**config.mk**
```make
export PLATFORM = sky130hd
export DESIGN_NAME = picomips_sequencer
export DESIGN_NICKNAME = d
export VERILOG_FILES = /design/src/rtl/picomips_sequencer_pkg.sv /design/src/rtl/picomips_sequencer_debouncer.sv /design/src/rtl/picomips_sequencer.sv
export SDC_FILE = /design/constraint.sdc
export NUM_CORES = 1
export LEC_CHECK = 0
export BUFFER_PORTS_ARGS = -buffer_cell sky130_fd_sc_hd__clkbuf_2
export CAP_MARGIN = 20
export CORE_MARGIN = 2
export CORE_UTILIZATION = 57
export DETAILED_ROUTE_END_ITERATION = 10
export PLACE_DENSITY = 0.82
export SETUP_SLACK_MARGIN = 0.02
export SYNTH_ARGS = -nofsm -noshare
export SYNTH_HDL_FRONTEND = slang
export SYNTH_HIERARCHICAL = 1
export SYNTH_SLANG_ARGS = --single-unit
```
**constraint.sdc**
```tcl
create_clock -name clk -period 3.8 [get_ports clk]
set_input_delay 0.76 -clock clk [delete_from_list [all_inputs] [get_ports clk]]
set_output_delay 0.76 -clock clk [all_outputs]
set_load 0.03 [all_outputs]
```
**src/rtl/picomips_sequencer_pkg.sv**
```systemverilog
// Shared picoMIPS definitions: opcode constants, sequencer state encoding
// and the ALU-class decode used by both the decoder and the sequencer.
package picomips_sequencer_pkg;

    localparam int OP_W = 6;

    localparam logic [OP_W-1:0] OP_NOP   = 6'd0;
    localparam logic [OP_W-1:0] OP_ADD   = 6'd1;
    localparam logic [OP_W-1:0] OP_ADDI  = 6'd2;
    localparam logic [OP_W-1:0] OP_MUL   = 6'd3;
    localparam logic [OP_W-1:0] OP_MULI  = 6'd4;
    localparam logic [OP_W-1:0] OP_LDSW  = 6'd5;
    localparam logic [OP_W-1:0] OP_WAITH = 6'd6;
    localparam logic [OP_W-1:0] OP_WAITL = 6'd7;
    localparam logic [OP_W-1:0] OP_JMP   = 6'd8;
    localparam logic [OP_W-1:0] OP_HALT  = 6'd9;

    typedef enum logic [2:0] {
        S_START   = 3'd0,
        S_RUN     = 3'd1,
        S_WAIT_HI = 3'd2,
        S_WAIT_LO = 3'd3,
        S_HALT    = 3'd4
    } picomips_state_t;

    // Instructions that write the register file.
    function automatic logic is_alu(input logic [OP_W-1:0] op);
        logic r;
        case (op)
            OP_ADD, OP_ADDI, OP_MUL, OP_MULI, OP_LDSW: r = 1'b1;
            default:                                   r = 1'b0;
        endcase
        return r;
    endfunction

endpackage

```
**src/rtl/picomips_sequencer_debouncer.sv**
```systemverilog
// Two-flop synchroniser plus stability counter for the asynchronous board
// switch; sw_db only follows after DB_CYCLES consecutive differing cycles.
module switch_debouncer
    import picomips_sequencer_pkg::*;
#(
    parameter int DB_CYCLES = 16
) (
    input  logic clk,
    input  logic reset,
    input  logic SW8,
    output logic sw_db
);

    localparam int CW = $clog2(DB_CYCLES) + 1;
    localparam logic [CW-1:0] CNT_MAX = CW'(DB_CYCLES - 1);

    logic          sync1_r;
    logic          sw_sync_r;
    logic          sw_db_r;
    logic [CW-1:0] cnt_r;

    // Synchroniser chain for the raw switch.
    always_ff @(posedge clk or posedge reset) begin
        if (reset) begin
            sync1_r   <= 1'b0;
            sw_sync_r <= 1'b0;
        end else begin
            sync1_r   <= SW8;
            sw_sync_r <= sync1_r;
        end
    end

    // Stability counter; any return to agreement restarts the count.
    always_ff @(posedge clk or posedge reset) begin
        if (reset) begin
            sw_db_r <= 1'b0;
            cnt_r   <= {CW{1'b0}};
        end else if (sw_sync_r == sw_db_r) begin
            cnt_r   <= {CW{1'b0}};
        end else if (cnt_r == CNT_MAX) begin
            sw_db_r <= sw_sync_r;
            cnt_r   <= {CW{1'b0}};
        end else begin
            cnt_r   <= cnt_r + {{(CW-1){1'b0}}, 1'b1};
        end
    end

    assign sw_db = sw_db_r;

endmodule

```
**src/rtl/picomips_sequencer.sv**
```systemverilog
// picoMIPS instruction sequencer: owns the PC, steps one instruction per
// cycle, stalls on switch handshakes, and supports JMP and a terminal HALT.
module picomips_sequencer
    import picomips_sequencer_pkg::*;
#(
    parameter int P_SIZE    = 4,
    parameter int O_SIZE    = 6,
    parameter int DB_CYCLES = 16
) (
    input  logic              clk,
    input  logic              reset,
    input  logic [O_SIZE-1:0] opcode,
    input  logic [P_SIZE-1:0] target,
    input  logic              SW8,
    output logic [P_SIZE-1:0] PCout,
    output logic              regWrite,
    output logic              waiting,
    output logic              halted
);

    localparam int OW = (O_SIZE > OP_W) ? O_SIZE : OP_W;
    localparam logic [P_SIZE-1:0] PC_ONE = {{(P_SIZE-1){1'b0}}, 1'b1};

    picomips_state_t   state_r;
    picomips_state_t   state_next_s;
    logic [P_SIZE-1:0] pc_r;
    logic [P_SIZE-1:0] pc_next_s;
    logic [P_SIZE-1:0] pc_inc_s;
    logic              reg_write_s;
    logic              sw_db_s;
    logic [OW-1:0]     op_ext_s;
    logic [OP_W-1:0]   op_s;

    switch_debouncer #(
        .DB_CYCLES (DB_CYCLES)
    ) u_debouncer (
        .clk   (clk),
        .reset (reset),
        .SW8   (SW8),
        .sw_db (sw_db_s)
    );

    // Unrecognised opcodes, including wide ones beyond the table, fold to NOP.
    always_comb begin
        op_ext_s = OW'(opcode);
        if (op_ext_s > OW'(OP_HALT)) begin
            op_s = OP_NOP;
        end else begin
            op_s = op_ext_s[OP_W-1:0];
        end
    end

    assign pc_inc_s = pc_r + PC_ONE;

    // Next-state, next-PC and register write enable.
    always_comb begin
        state_next_s = state_r;
        pc_next_s    = pc_r;
        reg_write_s  = 1'b0;
        case (state_r)
            S_START: begin
                state_next_s = S_RUN;
                pc_next_s    = {P_SIZE{1'b0}};
            end
            S_RUN: begin
                case (op_s)
                    OP_WAITH: begin
                        if (sw_db_s) begin
                            pc_next_s = pc_inc_s;
                        end else begin
                            state_next_s = S_WAIT_HI;
                        end
                    end
                    OP_WAITL: begin
                        if (!sw_db_s) begin
                            pc_next_s = pc_inc_s;
                        end else begin
                            state_next_s = S_WAIT_LO;
                        end
                    end
                    OP_JMP: begin
                        pc_next_s = target;
                    end
                    OP_HALT: begin
                        state_next_s = S_HALT;
                    end
                    default: begin
                        pc_next_s   = pc_inc_s;
                        reg_write_s = is_alu(op_s);
                    end
                endcase
            end
            S_WAIT_HI: begin
                if (sw_db_s) begin
                    pc_next_s    = pc_inc_s;
                    state_next_s = S_RUN;
                end else begin
                    state_next_s = S_WAIT_HI;
                end
            end
            S_WAIT_LO: begin
                if (!sw_db_s) begin
                    pc_next_s    = pc_inc_s;
                    state_next_s = S_RUN;
                end else begin
                    state_next_s = S_WAIT_LO;
                end
            end
            S_HALT: begin
                state_next_s = S_HALT;
            end
            default: begin
                state_next_s = S_START;
                pc_next_s    = {P_SIZE{1'b0}};
            end
        endcase
    end

    // State and program counter registers.
    always_ff @(posedge clk or posedge reset) begin
        if (reset) begin
            state_r <= S_START;
            pc_r    <= {P_SIZE{1'b0}};
        end else begin
            state_r <= state_next_s;
            pc_r    <= pc_next_s;
        end
    end

    assign PCout    = pc_r;
    assign regWrite = reg_write_s;
    assign waiting  = (state_r == S_WAIT_HI) || (state_r == S_WAIT_LO);
    assign halted   = (state_r == S_HALT);

endmodule

```
Word level (Yosys, flattened, before mapping)
Index checks and enable logic that the tools add are counted.
- register bits after elaboration: 15
- output and inout bits: 7
- logic and storage cells: 53
- $add $sub $neg: 2
- $lt $le $gt $ge: 1
- equal/unequal tests: 19
- mux-type cells: 16
- bitwise gates (word level): 2
- reductions and logical operators: 7
- operators with widths (operator ; count):
    4-bit one-hot mux with 4 select lines ; 2
    6-bit by 3-bit equality test with 1-bit output (second input constant) ; 4
    3-bit one-hot mux with 5 select lines ; 1
    6-bit by 2-bit equality test with 1-bit output (second input constant) ; 2
    6-bit by 4-bit equality test with 1-bit output (second input constant) ; 2
    5-bit two-way mux ; 2
    3-bit one-hot mux with 3 select lines ; 1
    4-bit two-way mux ; 2
    3-bit by 2-bit equality test with 1-bit output (second input constant) ; 2
    6-bit by 1-bit equality test with 1-bit output (second input constant) ; 1
    6-bit by 4-bit > comparator with 1-bit output (second input constant) ; 1
    3-bit two-way mux ; 2
    6-bit two-way mux ; 1
    5-bit by 1-bit adder with 5-bit output (second input constant) ; 1
    5-bit by 4-bit equality test with 1-bit output (second input constant) ; 1
    5-bit OR reduction ; 1
    4-bit by 1-bit adder with 4-bit output (second input constant) ; 1
    2-bit two-way mux ; 2
    4-bit != test (second input constant) ; 1
    2-bit AND reduction ; 2
    4-bit OR reduction ; 1
    3-bit by 1-bit equality test with 1-bit output (second input constant) ; 1
    3-bit equality test (second input constant) ; 1
    3-bit logical NOT ; 1
    other kinds (8) ; 11

Depth between registers and ports, before layout
- depth after elaboration: 7
- mapped depth: 6
- gate-level depth less buffers: 5

Hierarchy
The synthesis kept the hierarchy.
- by module, submodules not included (module ; times used ; cells each ; area each (um^2) ; seq. area each (um^2)):
    picomips_sequencer ; 1 ; 84 ; 688.2 ; 175.2
    switch_debouncer ; 1 ; 24 ; 315.3 ; 200.2

Worst setup path after synthesis
Ideal clock, no wire load.
- kind: in2out
- start point: in opcode[5]
- end point: out regWrite
- arrival time: 2.199 ns
- setup slack: 0.841 ns
- cell stages on the path: 2
- cells stage by stage: or3_4 > nor4b_1
- cells in the longest elaborated chain, start to end: 7
- ends and longest elaborated chain (element ; RTL line ; text):
    start, declared ; picomips_sequencer.sv:12 ; input logic [O_SIZE-1:0] opcode,
    6-bit by 4-bit > comparator with 1-bit output ; picomips_sequencer.sv:46 ; if (op_ext_s > OW'(OP_HALT)) begin
    6-bit two-way mux * ; picomips_sequencer.sv:46 ;
    6-bit by 1-bit equality test with 1-bit output (tied with other cells) ; picomips_sequencer_pkg.sv:29 ; case (op)
    5-bit OR reduction ; picomips_sequencer_pkg.sv:29 ;
    1-bit two-way mux ; picomips_sequencer_pkg.sv:29 ;
    1-bit two-way mux * ; picomips_sequencer.sv:66 ; case (op_s)
    1-bit two-way mux * ; picomips_sequencer.sv:60 ; case (state_r)
    end, declared ; picomips_sequencer.sv:16 ; output logic regWrite,
Mark *: on every way between the ends. The rest lies on a longest branch, timed or not.

Worst setup path in the final report
- start point: reg state_r[1]
- end point: out regWrite
- cells in the longest elaborated chain, start to end: 2
- ends and longest elaborated chain (element ; RTL line ; text):
    start, declared ; picomips_sequencer.sv:24 ; picomips_state_t state_r;
    start signal, assigned ; picomips_sequencer.sv:125 ; state_r <= state_next_s;
    3-bit by 1-bit equality test with 1-bit output ; picomips_sequencer.sv:60 ;
    1-bit two-way mux ; picomips_sequencer.sv:60 ;
No other way between the ends.

==> results.md <==
- Status: finished clean
- H-tree Lvls: 1
- Hold endpoint: u_debouncer/sw_sync_r
- Worst VDD drop: around 0.00026 V
- Antenna Nets Post-Route: 0
- Die area: 0.00211 sq mm
- PortBufs: 19
- Synthesized Nets: ~120
- Global route total overflow: 0
- Hold Crit Class: reg2reg
- MaxCap Viol Count: 0
- Reg clk slew, reported paths: approximately 90 ps
- Worst r2r path cells: 5
- Yosys top cell area share: a little under two fifths
- Initial Utilization: 59.4%
- Clock period minus final worst setup slack: roughly 2600 ps
- Drt total wl: about 2100 microns
- Cell with the most instances after synthesis: dfrtp_1
- Hold Vio Cnt, Final: 0
- Final TNS setup: 0 ps
- Yosys reg bits: 15
- EDFF count, synth: 0
- Top cell type by total area after synthesis: dfrtp_1
- Flop2flop setup slack: roughly 2100 ps
- Slew at the pin with the worst max-slew slack: 411 ps
- Netlist Area Pre-Place: between 0.001 and 0.0015 sq mm
- Worst skew pair latency: around 280 ps
- Fraction of registers with async set/reset: 100%
- Fill cells: between 100 and 150
- First-pass GRT wire length: 3510 microns
- Worst Hold Path Cells: 0
- Initial DRC Count: 28
- Initial antenna violation count: 0
- Num CTS Buffers: 3
- Final #Nets: roughly 150
- Critical Path Sink Type: primary output
- Layout cells sized above 1: approximately a quarter
- Clock sink count: 15
- Layout Area Growth over Synthesis: 12.8%
- Most frequent cells after synthesis: 15 x dfrtp_1, 8 x nor2_1, 7 x inv_1, 7 x nand2_1
- CP arrival: between 1500 and 2000 ps
- Vias per std cell: between 5 and 6
- Post-Syn Instances: between 100 and 150
- Vias in the first global route: roughly 770
- Number of top-level pins: 20
- Synth cell types: about 40
- PD cells: 520 mW/mm^2
- Sequential area share after synthesis: between 30% and 40%
- Unrepaired setup endpoints after global routing: false
- Worst R2R Start: u_debouncer/sw_db
- Post-CTS setup buffers: 0
- N_diodes: 0
- DP Wirelength: ~1600 microns
- # DRC: 0
- Final Skew: ~3 ps
- Final setup violation count: 0
- FF-to-FF End: PCout[1]
- Placed cell count: 142
- Worst Setup Path Type: reg2out
- Die Height: ~46 microns
- Core Util, Final: 67.0%
- # rows: 15
- Root Buffer Master: clkbuf_4
- Top cells by area, synth: dfrtp_1 37%, xor2_1 5.2%, o21ai_1 3.0%, nor2_1 3.0%, inv_1 2.6%
- Via count: 858
- Non-Filler Instances: between 100 and 150
- Fin. max-slew vios: 0
- DIE WIDTH: ~46 microns
- Worst path required time: 3040 ps
- Lkg Pwr: 0.550 nW
- Power Total: 0.000588 W
- Post-Syn Area per Cell: slightly above 9 sq um
- CTS tree: done
- Max Fclk: about 390 MHz
- Worst setup SP type: register
- HP Start: u_debouncer/sync1_r
- Final worst hold slack: 363 ps
- Final Wtd Congestion: between 0.8 and 0.9
- First-pass detailed-route iteration total: 4
- CORE AREA: between 0.0015 and 0.002 sq mm
- CP Max Fanout: 8
- Worst slew margin: 72.3%
- # hold bufs at CTS: 0
- CTS Buffer Depth: 2
- Total GRT Usage: about a quarter
- Main synth FF type: dfrtp_1
- Resized cells post-CTS: 0
- WL/cell: ~14 microns
- Largest net degree at the start of global routing: 10
- Share of the clock period used by the worst path: 67.4%
- YS warnings: 6
- CP startpoint: state_r[1]
[area by class of cell]
type / instances / area (sq um) / area share, %
tap: 17 / 21.3 / 1.88
timing repair buffer: 19 / 95.1 / 8.40
inverter: 7 / 26.3 / 2.32
multi-input combinational: 84 / 587 / 51.8
clock buffer: 3 / 22.5 / 1.99
clock inverter: 1 / 5.00 / 0.442
sequential: 15 / 375 / 33.1
[worst max path at each step]
stage / cells after the start / slack [ps] / end
floorplan: 2 / 840 / regWrite
global placement: 4 / 1290 / regWrite
detailed placement: 4 / 1260 / regWrite
CTS: 4 / 1220 / regWrite
global route: 4 / 1110 / regWrite
finish: 4 / 1240 / regWrite
[registers in the layout, summed over array words and instances, names as in the netlist]
register / flops
u_debouncer/sw_db: 1
state_r: 3
PCout: 4
u_debouncer/sync1_r: 1
u_debouncer/sw_sync_r: 1
u_debouncer/cnt_r: 5
[stage by stage]
step | setup slack (ps) | instance area, sq um
6_report | 1240 | 1130
3_5_place_dp | 1260 | 1100
2_1_floorplan | 841 | 1000
5_1_grt | 1110 | 1130
3_3_place_gp | 1290 | 1100
4_1_cts | 1220 | 1130
[cells by family (layout without fill, tap and decap cells)]
group                      after synthesis  after routing  share of synthesized area [%]
and+or+nand+nor                         43             43                           25.6
AOI/OAI and AO/OA                       27             27                           18.8
muxes                                    2              2                           2.12
DFF                                     15             15                           37.4
xor gates and xnor gates                10             10                           9.48
adders and majority gates                2              2                           2.49
buffers and inverters                    9             30                           4.11
[report_power, final]
group	total, W	internal (W)	switching [W]
clock	0.0000927	0.0000391	0.0000536
combinational	0.000253	0.000106	0.000148
sequential	0.000242	0.000189	0.0000536
total	0.000588	0.000333	0.000255
[critical path: stages, from the launching register on]
cell and delay (ps):
dfrtp_1 470, nand2b_1 210, or2_1 280, nor4b_1 300, clkbuf_2 250
[placed cells by master (no fill, tap or decap), types with 2 or more instances in the layout]
cell / netlist / final
clkbuf_4: 0 / 3
a2bb2oi_1: 2 / 2
nand2_1: 7 / 7
a21oi_1: 3 / 3
nand4b_1: 2 / 2
dfrtp_1: 15 / 15
o211ai_1: 3 / 3
nor3_1: 5 / 5
o21ai_1: 6 / 6
a22oi_1: 2 / 2
o21ai_0: 2 / 2
clkbuf_2: 0 / 19
or2_1: 2 / 2
nand3_1: 2 / 2
nor2_2: 3 / 3
ha_1: 2 / 2
nand2b_1: 3 / 3
nor2_1: 8 / 8
inv_1: 7 / 7
xor2_1: 6 / 6
a221oi_1: 2 / 2
nor3b_1: 2 / 2
xnor2_1: 3 / 3
[layer usage]
layer  wire, microns  vias to the layer above  part of all wire (%)  track usage (%)
li1                -                      431                     -                -
met1            1020                      400                    49             33.3
met2             970                       22                    46             35.8
met3              68                        5                   3.2             4.76
met4              36                        0                   1.7             8.57
met5               0                        -                     0                0
Note: power is estimated with default switching activity, not from simulation.
